==> src/rtl/rs_syndrome_calc_pkg.sv <==
// Shared constants, types and GF(2^4) arithmetic for the RS(15,9) syndrome calculator.
package rs_syndrome_calc_pkg;

  localparam int unsigned DATA_WIDTH = 4;
  localparam int unsigned N_SYM      = 15;
  localparam int unsigned N_SYN      = 6;
  localparam int unsigned CNT_W      = 4;
  localparam logic [4:0]  PRIM_POLY  = 5'h13;

  typedef logic [DATA_WIDTH-1:0] gf_t;

  // Syndrome bundle: element 0 is S1, so S1 lands in bits [3:0] when flattened.
  typedef gf_t [N_SYN-1:0] syn_t;

  // alpha^1..alpha^6 with alpha = 2 under x^4+x+1.
  localparam syn_t ALPHA_POW = {4'hC, 4'h6, 4'h3, 4'h8, 4'h4, 4'h2};

  // Multiply by alpha (x) with reduction modulo the primitive polynomial.
  function automatic gf_t gf_xtime(input gf_t a);
    gf_t r;
    r = {a[DATA_WIDTH-2:0], 1'b0};
    if (a[DATA_WIDTH-1]) r = r ^ PRIM_POLY[DATA_WIDTH-1:0];
    return r;
  endfunction

  // Shift-and-add GF multiply; with one constant operand it folds to XORs.
  function automatic gf_t gf_mul(input gf_t a, input gf_t b);
    gf_t p;
    gf_t x;
    p = '0;
    x = a;
    for (int i = 0; i < int'(DATA_WIDTH); i++) begin
      if (b[i]) p = p ^ x;
      x = gf_xtime(x);
    end
    return p;
  endfunction

endpackage

==> src/rtl/gf2_add.sv <==
// GF(2^m) addition: bitwise XOR of two symbols.
module gf2_add
  import rs_syndrome_calc_pkg::*;
(
  input  logic [DATA_WIDTH-1:0] a,
  input  logic [DATA_WIDTH-1:0] b,
  output logic [DATA_WIDTH-1:0] sum_c
);

  always_comb begin
    sum_c = a ^ b;
  end

endmodule

==> src/rtl/gf2_mul_const.sv <==
// Combinational multiply of a GF(2^4) element by a fixed field constant.
module gf2_mul_const
  import rs_syndrome_calc_pkg::*;
#(
  parameter gf_t CONST = 4'h2
) (
  input  logic [DATA_WIDTH-1:0] a,
  output logic [DATA_WIDTH-1:0] prod_c
);

  always_comb begin
    prod_c = gf_mul(a, CONST);
  end

endmodule

==> src/rtl/rs_syndrome_calc.sv <==
// RS(15,9) syndrome calculator: Horner evaluation of r(alpha^j), j=1..6, one symbol per clock.
module rs_syndrome_calc
  import rs_syndrome_calc_pkg::*;
(
  input  logic                        clk,
  input  logic                        rst,
  input  logic                        in_valid,
  input  logic [DATA_WIDTH-1:0]       in_data,
  output logic                        out_valid,
  output logic [N_SYN*DATA_WIDTH-1:0] out_syndrome,
  output logic                        out_err,
  output logic                        busy
);

  logic [CNT_W-1:0] cnt_q, cnt_d;
  syn_t             acc_q, acc_d;
  syn_t             out_syn_q, out_syn_d;
  logic             out_valid_q, out_valid_d;
  logic             out_err_q, out_err_d;
  logic             busy_q, busy_d;

  syn_t             mul_c;
  syn_t             horner_c;
  logic             first_c;
  logic             last_c;

  // Per-syndrome datapath: acc*alpha^j + r
  for (genvar j = 0; j < int'(N_SYN); j++) begin : g_syn
    gf2_mul_const #(
      .CONST (ALPHA_POW[j])
    ) u_mul (
      .a      (acc_q[j]),
      .prod_c (mul_c[j])
    );

    gf2_add u_add (
      .a     (mul_c[j]),
      .b     (in_data),
      .sum_c (horner_c[j])
    );
  end

  always_comb begin
    first_c = (cnt_q == '0);
    last_c  = in_valid && (cnt_q == CNT_W'(N_SYM - 1));
  end

  // Next-state: counter, accumulators and result capture on the final symbol
  always_comb begin
    cnt_d       = cnt_q;
    acc_d       = acc_q;
    out_syn_d   = out_syn_q;
    out_err_d   = out_err_q;
    out_valid_d = 1'b0;

    if (in_valid) begin
      cnt_d = last_c ? '0 : cnt_q + CNT_W'(1);
      for (int j = 0; j < int'(N_SYN); j++) begin
        acc_d[j] = first_c ? in_data : horner_c[j];
      end
      if (last_c) begin
        out_valid_d = 1'b1;
        out_syn_d   = acc_d;
        out_err_d   = |acc_d;
      end
    end

    busy_d = (cnt_d != '0);
  end

  always_ff @(posedge clk) begin
    if (rst) begin
      cnt_q       <= '0;
      acc_q       <= '0;
      out_syn_q   <= '0;
      out_err_q   <= 1'b0;
      out_valid_q <= 1'b0;
      busy_q      <= 1'b0;
    end else begin
      cnt_q       <= cnt_d;
      acc_q       <= acc_d;
      out_syn_q   <= out_syn_d;
      out_err_q   <= out_err_d;
      out_valid_q <= out_valid_d;
      busy_q      <= busy_d;
    end
  end

  assign out_valid    = out_valid_q;
  assign out_syndrome = out_syn_q;
  assign out_err      = out_err_q;
  assign busy         = busy_q;

endmodule
==> config.mk <==
export PLATFORM = sky130hd
export DESIGN_NAME = rs_syndrome_calc
export DESIGN_NICKNAME = d
export VERILOG_FILES = /design/src/rtl/rs_syndrome_calc_pkg.sv /design/src/rtl/gf2_add.sv /design/src/rtl/gf2_mul_const.sv /design/src/rtl/rs_syndrome_calc.sv
export SDC_FILE = /design/constraint.sdc
export NUM_CORES = 1
export LEC_CHECK = 0
export CAP_MARGIN = 30
export CORE_ASPECT_RATIO = 1.4
export CORE_UTILIZATION = 38
export DETAILED_ROUTE_END_ITERATION = 10
export GPL_TIMING_DRIVEN = 0
export HOLD_SLACK_MARGIN = 0.1
export PLACE_DENSITY = 0.63
export RECOVER_POWER = 50
export SLEW_MARGIN = 20
export SYNTH_ARGS = -nofsm -noshare
export SYNTH_HDL_FRONTEND = slang
export SYNTH_SLANG_ARGS = --single-unit
==> constraint.sdc <==
create_clock -name clk -period 3.1 [get_ports clk]
set_clock_uncertainty 0.05 [all_clocks]
set_input_delay 0.465 -clock clk [delete_from_list [all_inputs] [get_ports clk]]
set_output_delay 0.465 -clock clk [all_outputs]
set_load 0.005 [all_outputs]
# Yosys cells after proc, flatten, opt, wreduce, memory -nomap -nowiden
# Index checks and enable logic that the tools add are counted.
# Widths: inputs -> output; s select.
# word_totals
regBits	55
in_bits	7
output_inout_bits	27
word_cells	67
# classes
addsub	1
n_eq_ne	1
muxes	21
bitwise_logic	22
n_reduce_logical	6
# op_table
op	count
$xor 4x4->4	9
$mux 4	8
$mux 2	12
$not 2->2	12
$reduce_or 24->1	1
$add 4x1->4 const B	1
$eq 4x4->1 const B	1
$logic_not 4->1	1
$reduce_bool 4->1	1
$reduce_and 2->1	1
$reduce_or 2->1	1
$logic_and 1x1->1	1
$mux 1	1
$not 1->1	1

# Longest topological paths before layout
# depth
word_depth	10
depth_mapped	10
mapped_depth_nobuf	8

# Hierarchy
# From an unflattened synthesis, not the netlist that was laid out.
# hier_totals
hier_cells	289
area_unflattened_um2	2663.8
# by_module_without_submodules
mod	n_inst	cells_each	area_each_um2	seq_area_each_um2
rs_syndrome_calc	1	241	2205.9	1101.1
gf2_add	6	4	35.0	0.0
gf2_mul_const (g_syn[3].u_mul ...)	3	4	50.0	0.0
gf2_mul_const (g_syn[2].u_mul)	1	4	33.8	0.0
gf2_mul_const (g_syn[1].u_mul)	1	4	32.5	0.0
gf2_mul_const (g_syn[0].u_mul)	1	4	31.3	0.0

# Worst setup path before layout
# No wires, ideal clock.
# synth_timing
path_type	reg-to-reg
start	register cnt_q[0]
end	register out_err_q (netlist: out_err)
setup_time_ps	131
arrival_ps	1955
required_ps	2919
path_slack_ps	964
path_stages_with_launch	9
cell_sequence	dfxtp_1 -> inv_1 -> ha_1 -> nor3b_2 -> or4b_2 -> o21ai_0 -> nand3_1 -> nor4_1 -> a31oi_1
# synth_via
elab_chain_len	3
word_cells_on_any_way	11
# synth_lines
item	line	text
start, declared	rs_syndrome_calc.sv:15	logic [CNT_W-1:0] cnt_q, cnt_d;
start signal, assigned	rs_syndrome_calc.sv:80	cnt_q <= cnt_d;
$logic_not 4->1 / $eq 4x4->1 (equally long branches)	rs_syndrome_calc.sv:44, rs_syndrome_calc.sv:45	
$mux 4 / $logic_and 1x1->1 (equally long branches)	rs_syndrome_calc.sv:59, rs_syndrome_calc.sv:45	
$reduce_or 24->1 / $reduce_and 2->1 (equally long branches)	-	
end signal, assigned	rs_syndrome_calc.sv:83	out_err_q <= out_err_d;
end, declared	rs_syndrome_calc.sv:19	logic out_err_q, out_err_d;
# Parallel ways exist; a longest one is shown, timed or not.
# A chain may end at the register's enable or synchronous reset.

# Worst setup path after layout
# Same ends and word-level chain as after synthesis.

==> metrics <==
WL per Instance 16.8 um; status finished, final reports clean; htree depth 2; HPWL after detailed placement 6510 um; Worst path top cell family by delay simple AND/OR/NAND/NOR gates; Async SR Flop Fraction 0%; die height 108 um; vias 2815; Slew HR 49.8%; Detail Route Antenna Nets 0; clock-pin slew on the worst setup and hold paths 0.11 ns; largest net degree at the start of global routing 19; Vias/cell 5.43; full die area 8410 um2; HP Start out_syndrome[9]$_SDFFE_PP0P_; setup bufs post-CTS 0; Fmax 0.352 GHz; Clock Latency Late Sink 0.33 ns; crit path kind register to register; largest family of logic cells by synthesized area compound AO/OA/AOI/OAI gates; Avg Synthesized Cell Area 8.04 um2; worst hold-check path type register to register; TritonCTS clock tree done; r2r startpoint cnt_q[0]$_SDFF_PP0_; crit end category register; cell with the most instances after synthesis nor2_1; Post-CTS Hold Buffers 0; number of buffers created by CTS 5; gpl congestion 0.995; CP bufs+invs 2; fin. max-slew vios 0; DRC violations left 0; RSZ-0062 raised after global routing false; critical path arrival 2.99 ns; Hold Vio Cnt, Final 0; CP Max Fanout 10; Rows 38; synth warn 0; mux share of post-synthesis cell area 0.655%; post-synth top area share 36.0%; Post-Syn Nets 390; sequential cell area fraction in the yosys report 36.0%; top_reg_cell synth dfxtp_1; total grt overflow 0; post_cts resized 0; top cells by count, synth 71 x nor2_1, 55 x dfxtp_1, 43 x a211oi_1, 39 x xnor2_1, 30 x nand2_1; Seq cells post-synth 55; final setup vio count 0; max-cap violations 0; Design Power 1.65 mW; leading area contributor after synthesis dfxtp_1; ratio of final minimum period to clock period 91.5%; initial antenna violation count 0; P per Cell Area 460 nW/um2; clock sinks 55; Synth area leaders dfxtp_1 36%, xnor2_1 11%, a211oi_1 11%; Synth Area in Adders 1.23%; 1st-iter DRT viols 186; final net count 427; Die Wd 77.8 um; Crit. Startpoint cnt_q[0]$_SDFF_PP0_; P_leak 1.23 nW; Worst path slowest cell nor3b_2; Core Region 7750 um2; ANT cells 0; GR Util All Layers 21.9%; CP Cell Sequence inv_1, ha_1, nor3b_2, buf_4, nor2_1, xnor2_1, nand4_1, nor4_1, a31oi_1; Reg2Reg Setup Slack 0.26 ns; global-route wire length before repair 13900 um; CTS root buffer clkbuf_8; Synth Area in Compound Gates 22.4%; minimum clock period 2.84 ns; Top Ports 34; # port buffers 30; pin slew with the least headroom to its limit 0.750 ns; EDFF count, synth 0; Starting Density 39.4%; Post-Synth Simple-Gate Area 18.9%; Routed WL 8720 um; cell area after technology mapping 3060 um2; drt first pass iters 4; layout cells sized above 1 4.31%; vias in the first global route 2649; startpoint class of the critical path register; CP max stage delay 0.62 ns; Bufs on Longest Clock Path 2; Required @ worst endpoint 3.25 ns; total negative slack 0 ns; area growth from synthesis to layout 17.4%; Post-Synth XOR/XNOR Area 15.0%; post-synthesis cell count 380; Distinct cells, synth 49; worst ir drop on vdd 0.000194 V
path summary, 6_finish.rpt:
kind	end	depth (start not counted)
setup / recovery	out_err$_SDFFE_PP0P_	9
setup reg to reg	out_err$_SDFFE_PP0P_	9
hold / removal	out_syndrome[9]$_SDFFE_PP0P_	2
hold reg to reg	out_syndrome[9]$_SDFFE_PP0P_	2
final cells by class:
| class | count | area [um2] |
|---|---|---|
| inverters | 7 | 26.3 |
| repair buffers | 30 | 300 |
| multi-input cells | 284 | 1770 |
| flip-flops and latches | 55 | 1100 |
| well taps | 100 | 125 |
| clock buffers | 5 | 68.8 |
| plain buffers | 34 | 145 |
| fillers | 762 | 4160 |
| clock inverters | 3 | 46.3 |
logic make-up (layout without fill, tap and decap cells):
family | after synthesis | count (layout)
simple gates | 130 | 130
compound gates | 100 | 100
flops | 55 | 55
xor+xnor | 49 | 49
buf+inv | 41 | 79
fa+ha+maj | 3 | 3
mux | 2 | 2
layout by cell type (no fill, tap or decap), types with 4 or more instances in the layout:
cell,Yosys,layout
nor2_1,71,72
dfxtp_1,55,55
a211oi_1,43,43
xnor2_1,39,39
nand2_1,30,30
dlygate4sd3_1,0,28
clkbuf_1,21,24
o21ai_0,18,18
a21oi_1,14,14
xor2_1,8,8
inv_1,6,6
nor3_1,6,6
buf_2,5,5
clkbuf_8,0,5
nand3_1,4,4
a31oi_1,4,4
routing by layer:
layer	vias to the layer above	wire length (um)	track usage (%)	share of wire (%)
met1	1320	3700	25.6	42
met2	69	4340	38.7	50
li1	1401	-	-	-
met5	-	0	0	0
met4	0	369	11.6	4.2
met3	25	309	2.62	3.5
flip-flops by register name, indices dropped and copies added, names as in the netlist:
register	flops
busy	1
out_syndrome	24
out_err	1
out_valid	1
acc_q	24
cnt_q	4
worst register-to-register path, cell delays in order, from the launching register on:
cell     delay, ns
dfxtp_1       0.37
inv_1         0.14
ha_1          0.17
nor3b_2       0.62
buf_4         0.32
nor2_1        0.08
xnor2_1       0.35
nand4_1       0.17
nor4_1        0.31
a31oi_1       0.13
power breakdown:
part / switching, mW / total, mW / internal [mW] / leakage, nW
registers: 0.0422 / 0.779 / 0.737 / 0.450
logic: 0.218 / 0.364 / 0.146 / 0.729
clock network: 0.261 / 0.505 / 0.244 / 0.0548
total: 0.521 / 1.65 / 1.13 / 1.23
through the flow:
step                util [%]  instance area [um2]  worst slack [ns]  std cells  hold slack [ns]
floorplan                  -                 3060             0.964        380            0.424
global placement        44.9                 3480             0.238        510            0.438
detailed placement      44.9                 3480             0.231        510            0.443
CTS                     46.4                 3600             0.266        518            0.459
global route            46.3                 3590            0.0551        518            0.466
finish                  46.3                 3590             0.262        518            0.450
Power figures use the tool's default switching activity.
